`src/rtl/seq_multiplier.sv`:
```
// Sequential add-shift multiplier, WIDTH-bit operands, 2*WIDTH-bit product.
// One ADD and one SHIFT step per multiplier bit; the signed mode subtracts on the final step.
module seq_multiplier #(
  parameter int WIDTH = 8
) (
  input  logic               Clk,
  input  logic               Reset_Load_Clear,
  input  logic               Run,
  input  logic               Signed_Mode,
  input  logic [WIDTH-1:0]   A_in,
  input  logic [WIDTH-1:0]   B_in,
  output logic [2*WIDTH-1:0] Product,
  output logic               Busy,
  output logic               Done
);

  localparam int CW = (WIDTH > 2) ? $clog2(WIDTH) : 1;

  typedef enum logic [2:0] {
    IDLE  = 3'd0,
    LOAD  = 3'd1,
    ADD   = 3'd2,
    SHIFT = 3'd3,
    DONE  = 3'd4
  } state_t;

  state_t           state;
  logic [WIDTH-1:0] a_q, b_q, s_q;
  logic             x_q;
  logic [CW-1:0]    cnt;
  logic             mode;

  logic             last;
  logic [WIDTH:0]   ext_a, ext_s, sum;

  assign last  = (cnt == CW'(WIDTH - 1));
  assign ext_a = {mode & a_q[WIDTH-1], a_q};
  assign ext_s = {mode & s_q[WIDTH-1], s_q};
  // The sign bit of a two's-complement multiplier carries negative weight.
  assign sum   = (mode && last) ? (ext_a - ext_s) : (ext_a + ext_s);

  assign Product = {a_q, b_q};

  always_ff @(posedge Clk) begin
    if (Reset_Load_Clear) begin
      state <= IDLE;
      a_q   <= '0;
      b_q   <= '0;
      s_q   <= '0;
      x_q   <= 1'b0;
      cnt   <= '0;
      mode  <= 1'b0;
      Busy  <= 1'b0;
      Done  <= 1'b0;
    end else begin
      case (state)
        IDLE: begin
          Done <= 1'b0;
          if (Run) begin
            state <= LOAD;
            Busy  <= 1'b1;
          end else begin
            Busy  <= 1'b0;
          end
        end
        LOAD: begin
          s_q   <= A_in;
          b_q   <= B_in;
          a_q   <= '0;
          x_q   <= 1'b0;
          cnt   <= '0;
          mode  <= Signed_Mode;
          state <= ADD;
          Busy  <= 1'b1;
          Done  <= 1'b0;
        end
        ADD: begin
          if (b_q[0]) {x_q, a_q} <= sum;
          state <= SHIFT;
          Busy  <= 1'b1;
          Done  <= 1'b0;
        end
        SHIFT: begin
          // Arithmetic shift in signed mode keeps X; unsigned shifts in zero.
          x_q <= mode ? x_q : 1'b0;
          a_q <= {x_q, a_q[WIDTH-1:1]};
          b_q <= {a_q[0], b_q[WIDTH-1:1]};
          if (last) begin
            state <= DONE;
            Busy  <= 1'b0;
            Done  <= 1'b1;
          end else begin
            cnt   <= cnt + 1'b1;
            state <= ADD;
            Busy  <= 1'b1;
            Done  <= 1'b0;
          end
        end
        DONE: begin
          Busy <= 1'b0;
          if (Run) begin
            Done  <= 1'b1;
          end else begin
            state <= IDLE;
            Done  <= 1'b0;
          end
        end
        default: begin
          state <= IDLE;
          Busy  <= 1'b0;
          Done  <= 1'b0;
        end
      endcase
    end
  end

endmodule

```
`config.mk`:
```
export PLATFORM = sky130hd
export DESIGN_NAME = seq_multiplier
export DESIGN_NICKNAME = d
export VERILOG_FILES = /design/src/rtl/seq_multiplier.sv
export SDC_FILE = /design/constraint.sdc
export NUM_CORES = 1
export LEC_CHECK = 0
export ABC_AREA = 1
export CORE_UTILIZATION = 56
export DETAILED_ROUTE_END_ITERATION = 7
export GPL_ROUTABILITY_DRIVEN = 0
export PLACE_DENSITY = 0.85
export REMOVE_ABC_BUFFERS = 1
export SLEW_MARGIN = 40
export SYNTH_ARGS = -nofsm -noshare
export SYNTH_HDL_FRONTEND = slang
export SYNTH_SLANG_ARGS = --single-unit
```
`constraint.sdc`:
```
create_clock -name Clk -period 5.35 [get_ports Clk]
set_clock_uncertainty 0.1 [all_clocks]
set_input_delay 1.07 -clock Clk [delete_from_list [all_inputs] [get_ports Clk]]
set_output_delay 1.07 -clock Clk [all_outputs]
set_load 0.005 [all_outputs]
```
## Word-level counts from Yosys, hierarchy flattened

Index checks and enable logic that the tools add are counted.

| storage, ports and cells | value |
|---|---|
| register bits | 34 |
| input bits | 20 |
| output and inout port bits | 18 |

| operators by class | value |
|---|---|
| add/subtract/negate cells | 3 |
| equality and inequality tests | 10 |
| muxes and demuxes | 18 |
| bitwise gates (word level) | 2 |
| reduce and logical (&&, ||, !) cells | 9 |

Operators with widths:

| cell | count |
|---|---|
| 8-bit one-hot mux with 3 select lines | 1 |
| 8-bit one-hot mux with 2 select lines | 1 |
| 3-bit one-hot mux with 5 select lines | 1 |
| 3-bit 2-to-1 mux | 4 |
| 2-bit inequality test (second input constant) | 5 |
| 9-bit adder | 1 |
| 9-bit 2-to-1 mux | 1 |
| 9-bit subtractor | 1 |
| 8-bit 2-to-1 mux | 1 |
| 3-bit by 2-bit equality test with 1-bit output (second input constant) | 2 |
| 3-bit equality test (second input constant) | 2 |
| 1-bit one-hot mux with 3 select lines | 2 |
| 3-bit one-hot mux with 2 select lines | 1 |
| 2-bit AND reduction | 3 |
| 1-bit 2-to-1 mux | 5 |
| 3-bit by 1-bit adder with 3-bit output (second input constant) | 1 |
| 3-bit by 1-bit equality test with 1-bit output (second input constant) | 1 |
| 3-bit zero test | 1 |
| 3-bit AND reduction | 1 |
| 3-bit nonzero test | 1 |
| 1-bit bitwise AND | 2 |
| 1-bit one-hot mux with 2 select lines | 1 |
| 2-bit nonzero test | 1 |
| 2-bit OR reduction | 1 |
| 1-bit logical AND | 1 |

## Depth between registers and ports, before layout

| depth | value |
|---|---|
| depth after elaboration | 5 |
| depth in mapped cells | 17 |
| gate-level depth less buffers | 17 |

## Least setup slack after synthesis

OpenSTA, ideal clock, no wires.

| path | value |
|---|---|
| path type | flip-flop to flip-flop |
| start point | register cnt[0] |
| end point | register a_q[6] |
| data arrival time | 2132 ps |
| required time | 5180 ps |
| slack | 3048 ps |
| stages on the path, launching flop included | 13 |
| path buffers | 0 |
| period minus slack after synthesis | 2302 ps |
| path through | dfxtp_1 ha_1 ha_1 nand2_1 a21oi_1 fa_1 nand3_1 nand3_1 a21oi_1 nor2_1 nor2_1 nand2_1 a21oi_1 |

| between the ends | value |
|---|---|
| longest elaborated chain between the ends | 5 |

RTL lines:

| element | RTL line | RTL |
|---|---|---|
| start: declaration | 30 | `logic [CW-1:0] cnt;` |
| start signal: assignment | 93 | `cnt <= cnt + 1'b1;` |
| 3-bit equality test | 36 | `assign last = (cnt == CW'(WIDTH - 1));` |
| 1-bit logical AND | 40 | `assign sum = (mode && last) ? (ext_a - ext_s) : (ext_a + ext_s);` |
| 9-bit 2-to-1 mux | 40 |  |
| 8-bit 2-to-1 mux | 78 | `if (b_q[0]) {x_q, a_q} <= sum;` |
| 8-bit one-hot mux with 3 select lines | 56 | `case (state)` |
| end signal: assignment | 78 |  |
| end signal: assignment | 86 | `a_q <= {x_q, a_q[WIDTH-1:1]};` |
| end: declaration | 28 | `logic [WIDTH-1:0] a_q, b_q, s_q;` |

No other way between the ends. The select of a mux whose other input is x is not followed.
A chain may end at the register's enable or synchronous reset.

## Worst setup path in the final report

Same ends and word-level chain as after synthesis.

==> impl_metrics.ini <==
[critical_path]
worstReg2RegEnd = a_q[6]
startpoint_type = register
critPathKind = register to register
cp.required_ps = 5550
cp_max_fo = 10
r2r-start = cnt[0]
rr_worst_depth = 14
crit_arrival_ps = 2940
r2r_setup_slack_ps = 2610
crit_path_start = cnt[0]
end_kind = register

[grt]
gr-total-overflow = 0
grt_pass1_wl_um = 7070
track_usage_pct = 25.2
antenna_found_initial = 0
grt_pass1_vias = 1660
grt_max_degree = 19

[logic_synthesis]
ys_seq_elements = 34
synth-edff-count = 0
yosys_most_used_dff = dfxtp_1
yosysTopAreaCell = dfxtp_1
synthArstFlopShare_pct = 0
synth_warnings = 0
syn_area_sq_um = 2010
syn_inst = 300
synth_top_area_share_pct = 33.8
avgSynthCellArea_sq_um = 6.71
netlist_top_cells_area = dfxtp_1 (34%), nand2_1 (15%), inv_1 (9.1%)
synth.distinct_cells = 28
seq_area_frac_synth_pct = 33.8

[routing]
drt_iter0_markers = 105
viasPerCell = 5.09
wl_per_cell_um = 11.9
final_antenna_net_count = 0
firstDrtPassIters = 4
routed_wl_um = 4560
vias = 1956
drc_errors = 0

[power]
power.density_nw_per_um2 = 280
leakagePower_nw = 1.13
power.share.switching_pct = 30.8
seqPwrFrac_pct = 39.4
intPower_mw = 0.484
power_frac_comb_pct = 25.2
p_clk_share_pct = 35.4
p_switching_mw = 0.215
ir_drop_mv = 0.205

[floorplan]
io_pins = 38
core_area_sq_um = 3390
dieArea_sq_um = 3840
initial_core_util_pct = 59.4
row_count = 21
dieWidth_um = 62.0
die_y_um = 62.0

[clocking]
cts_buffers = 5
path_clk_slew_ps = 120
cts_tree = built
clk_latency_ps = 360
cts_resized = 0
root_buffer = clkbuf_4
cts_sinks = 34
htreeDepth = 2
clock_path_buffers = 2
cts_hold_buf = 0
post_cts_buffers = 0

[sta]
finalMaxSlewViolations = 0
rsz0062_at_grt = no
timing.final.ws_setup_ps = 2610
finalHoldViolations = 0
setup_viol = 0
tns_ps = 0
timing.final.crit_share_pct = 51.2
worst_pin_slew_ps = 633
max_freq_mhz = 365
slew_headroom_pct = 57.7
fin_crit_ps = 2740

[flow_run]
max_cap_viol_count = 0

[min_path]
hold_start = x_q
min_path_cells = 2
holdPathEnd = x_q
hold_path.class = register to register

[cells_and_area]
fin_nets = 369
drive_gt1_share_pct = 5.33
n_fill_cell = 277
antenna_cells = 0
post-route-util_pct = 73.8
synthToLayoutAreaGrowth_pct = 24.1

[place]
dp.final_hpwl_um = 3340
numPortBuffers = 37
pre_cts_ws_ps = 2420

[status]
status = finished, final reports clean
[kinds of logic (layout without fill, tap and decap cells)]
group	after synthesis	in the layout	share of synthesized area, %
compound gates	56	56	15.2
xor+xnor	7	7	3.04
fa+ha+maj	12	12	7.83
buf+inv	61	99	12.5
flops	34	34	33.8
simple gates	130	130	27.7
[per-layer routing]
metal,vias up,track usage [%],share of wire (%)
met4,0,11.4,2.0
met3,7,5.80,3.2
met2,45,38.9,46
met1,871,33.4,49
li1,1033,-,-
met5,-,0,0
[placed cells by master (no fill, tap or decap)]
cell type	count
a21oi_1	27
a31o_2	1
a31oi_1	6
bufinv_16	2
clkbuf_4	5
clkdlybuf4s50_1	37
clkinv_4	1
dfxtp_1	34
fa_1	1
ha_1	11
inv_1	49
inv_2	5
nand2_1	81
nand2_2	1
nand3_1	25
nand3_2	1
nand3b_1	1
nand4_1	2
nor2_1	15
nor2_2	1
nor2_8	1
nor3_1	2
o211ai_1	2
o21ai_0	13
o21ai_1	2
o21bai_1	2
o22ai_1	3
xor2_1	7
[area by class of cell]
| type | count | area [sq um] | share of cell area (%) |
|---|---|---|---|
| Inverter | 54 | 203 | 8.11 |
| Multi-Input combinational cell | 205 | 1080 | 43.3 |
| Tap cell | 46 | 57.6 | 2.30 |
| Clock inverter | 3 | 68.8 | 2.75 |
| Clock buffer | 5 | 37.5 | 1.50 |
| Sequential cell | 34 | 681 | 27.2 |
| Timing Repair Buffer | 37 | 370 | 14.8 |
[sequential cells by signal, indices dropped and copies added, names as in the netlist]
signal and cells:
Busy 1, Done 1, a_q 8, b_q 8
cnt 3, mode 1, s_q 8, state 3
x_q 1
[worst max-delay path by stage]
stage	cells past startpoint	end	slack [ps]
floorplan	12	a_q[6]	3050
global placement	3	Busy	2450
detailed placement	3	Busy	2420
CTS	13	a_q[6]	2620
global route	14	a_q[6]	2310
finish	14	a_q[6]	2610
[cells in the mapped netlist (2+ instances only)]
cell type   n
a31oi_1     6
nor3_1      2
o21ai_0    13
a21oi_1    27
o22ai_1     3
nand4_1     2
nor2_1     15
nand3_1    25
o21bai_1    2
nand2_1    81
o21ai_1     2
buf_2       3
xor2_1      7
ha_1       11
inv_2       5
o211ai_1    2
inv_1      49
dfxtp_1    34
buf_6       2
[power by group through the flow]
stage	clock (mW)	combinational, mW	sequential (mW)
finish	0.248	0.176	0.276
global route	0.256	0.203	0.277
CTS	0.249	0.174	0.276
detailed placement	0	0.173	0.281
global placement	0	0.168	0.281
floorplan	0	0.122	0.280
[metrics by stage]
stage | power, mW | std cells | hold WS (ps) | cell area, sq um
2_1_floorplan | 0.402 | 293 | 338 | 1970
3_3_place_gp | 0.449 | 376 | 354 | 2390
3_5_place_dp | 0.455 | 376 | 371 | 2390
4_1_cts | 0.699 | 384 | 390 | 2500
5_1_grt | 0.736 | 384 | 401 | 2500
6_report | 0.700 | 384 | 391 | 2500
[critical path, cell delays in order, from the launching register on]
cell and delay, ps:
dfxtp_1 380, ha_1 160, ha_1 270, nand2_1 240, nand2_1 150, xor2_1 150
inv_1 60, ha_1 340, nand3_1 120, nand3_1 160, a21oi_1 220, nor2_1 60
nor2_1 80, nand2_1 60, a21oi_1 110
No activity file was read; power rests on OpenSTA's default activity.
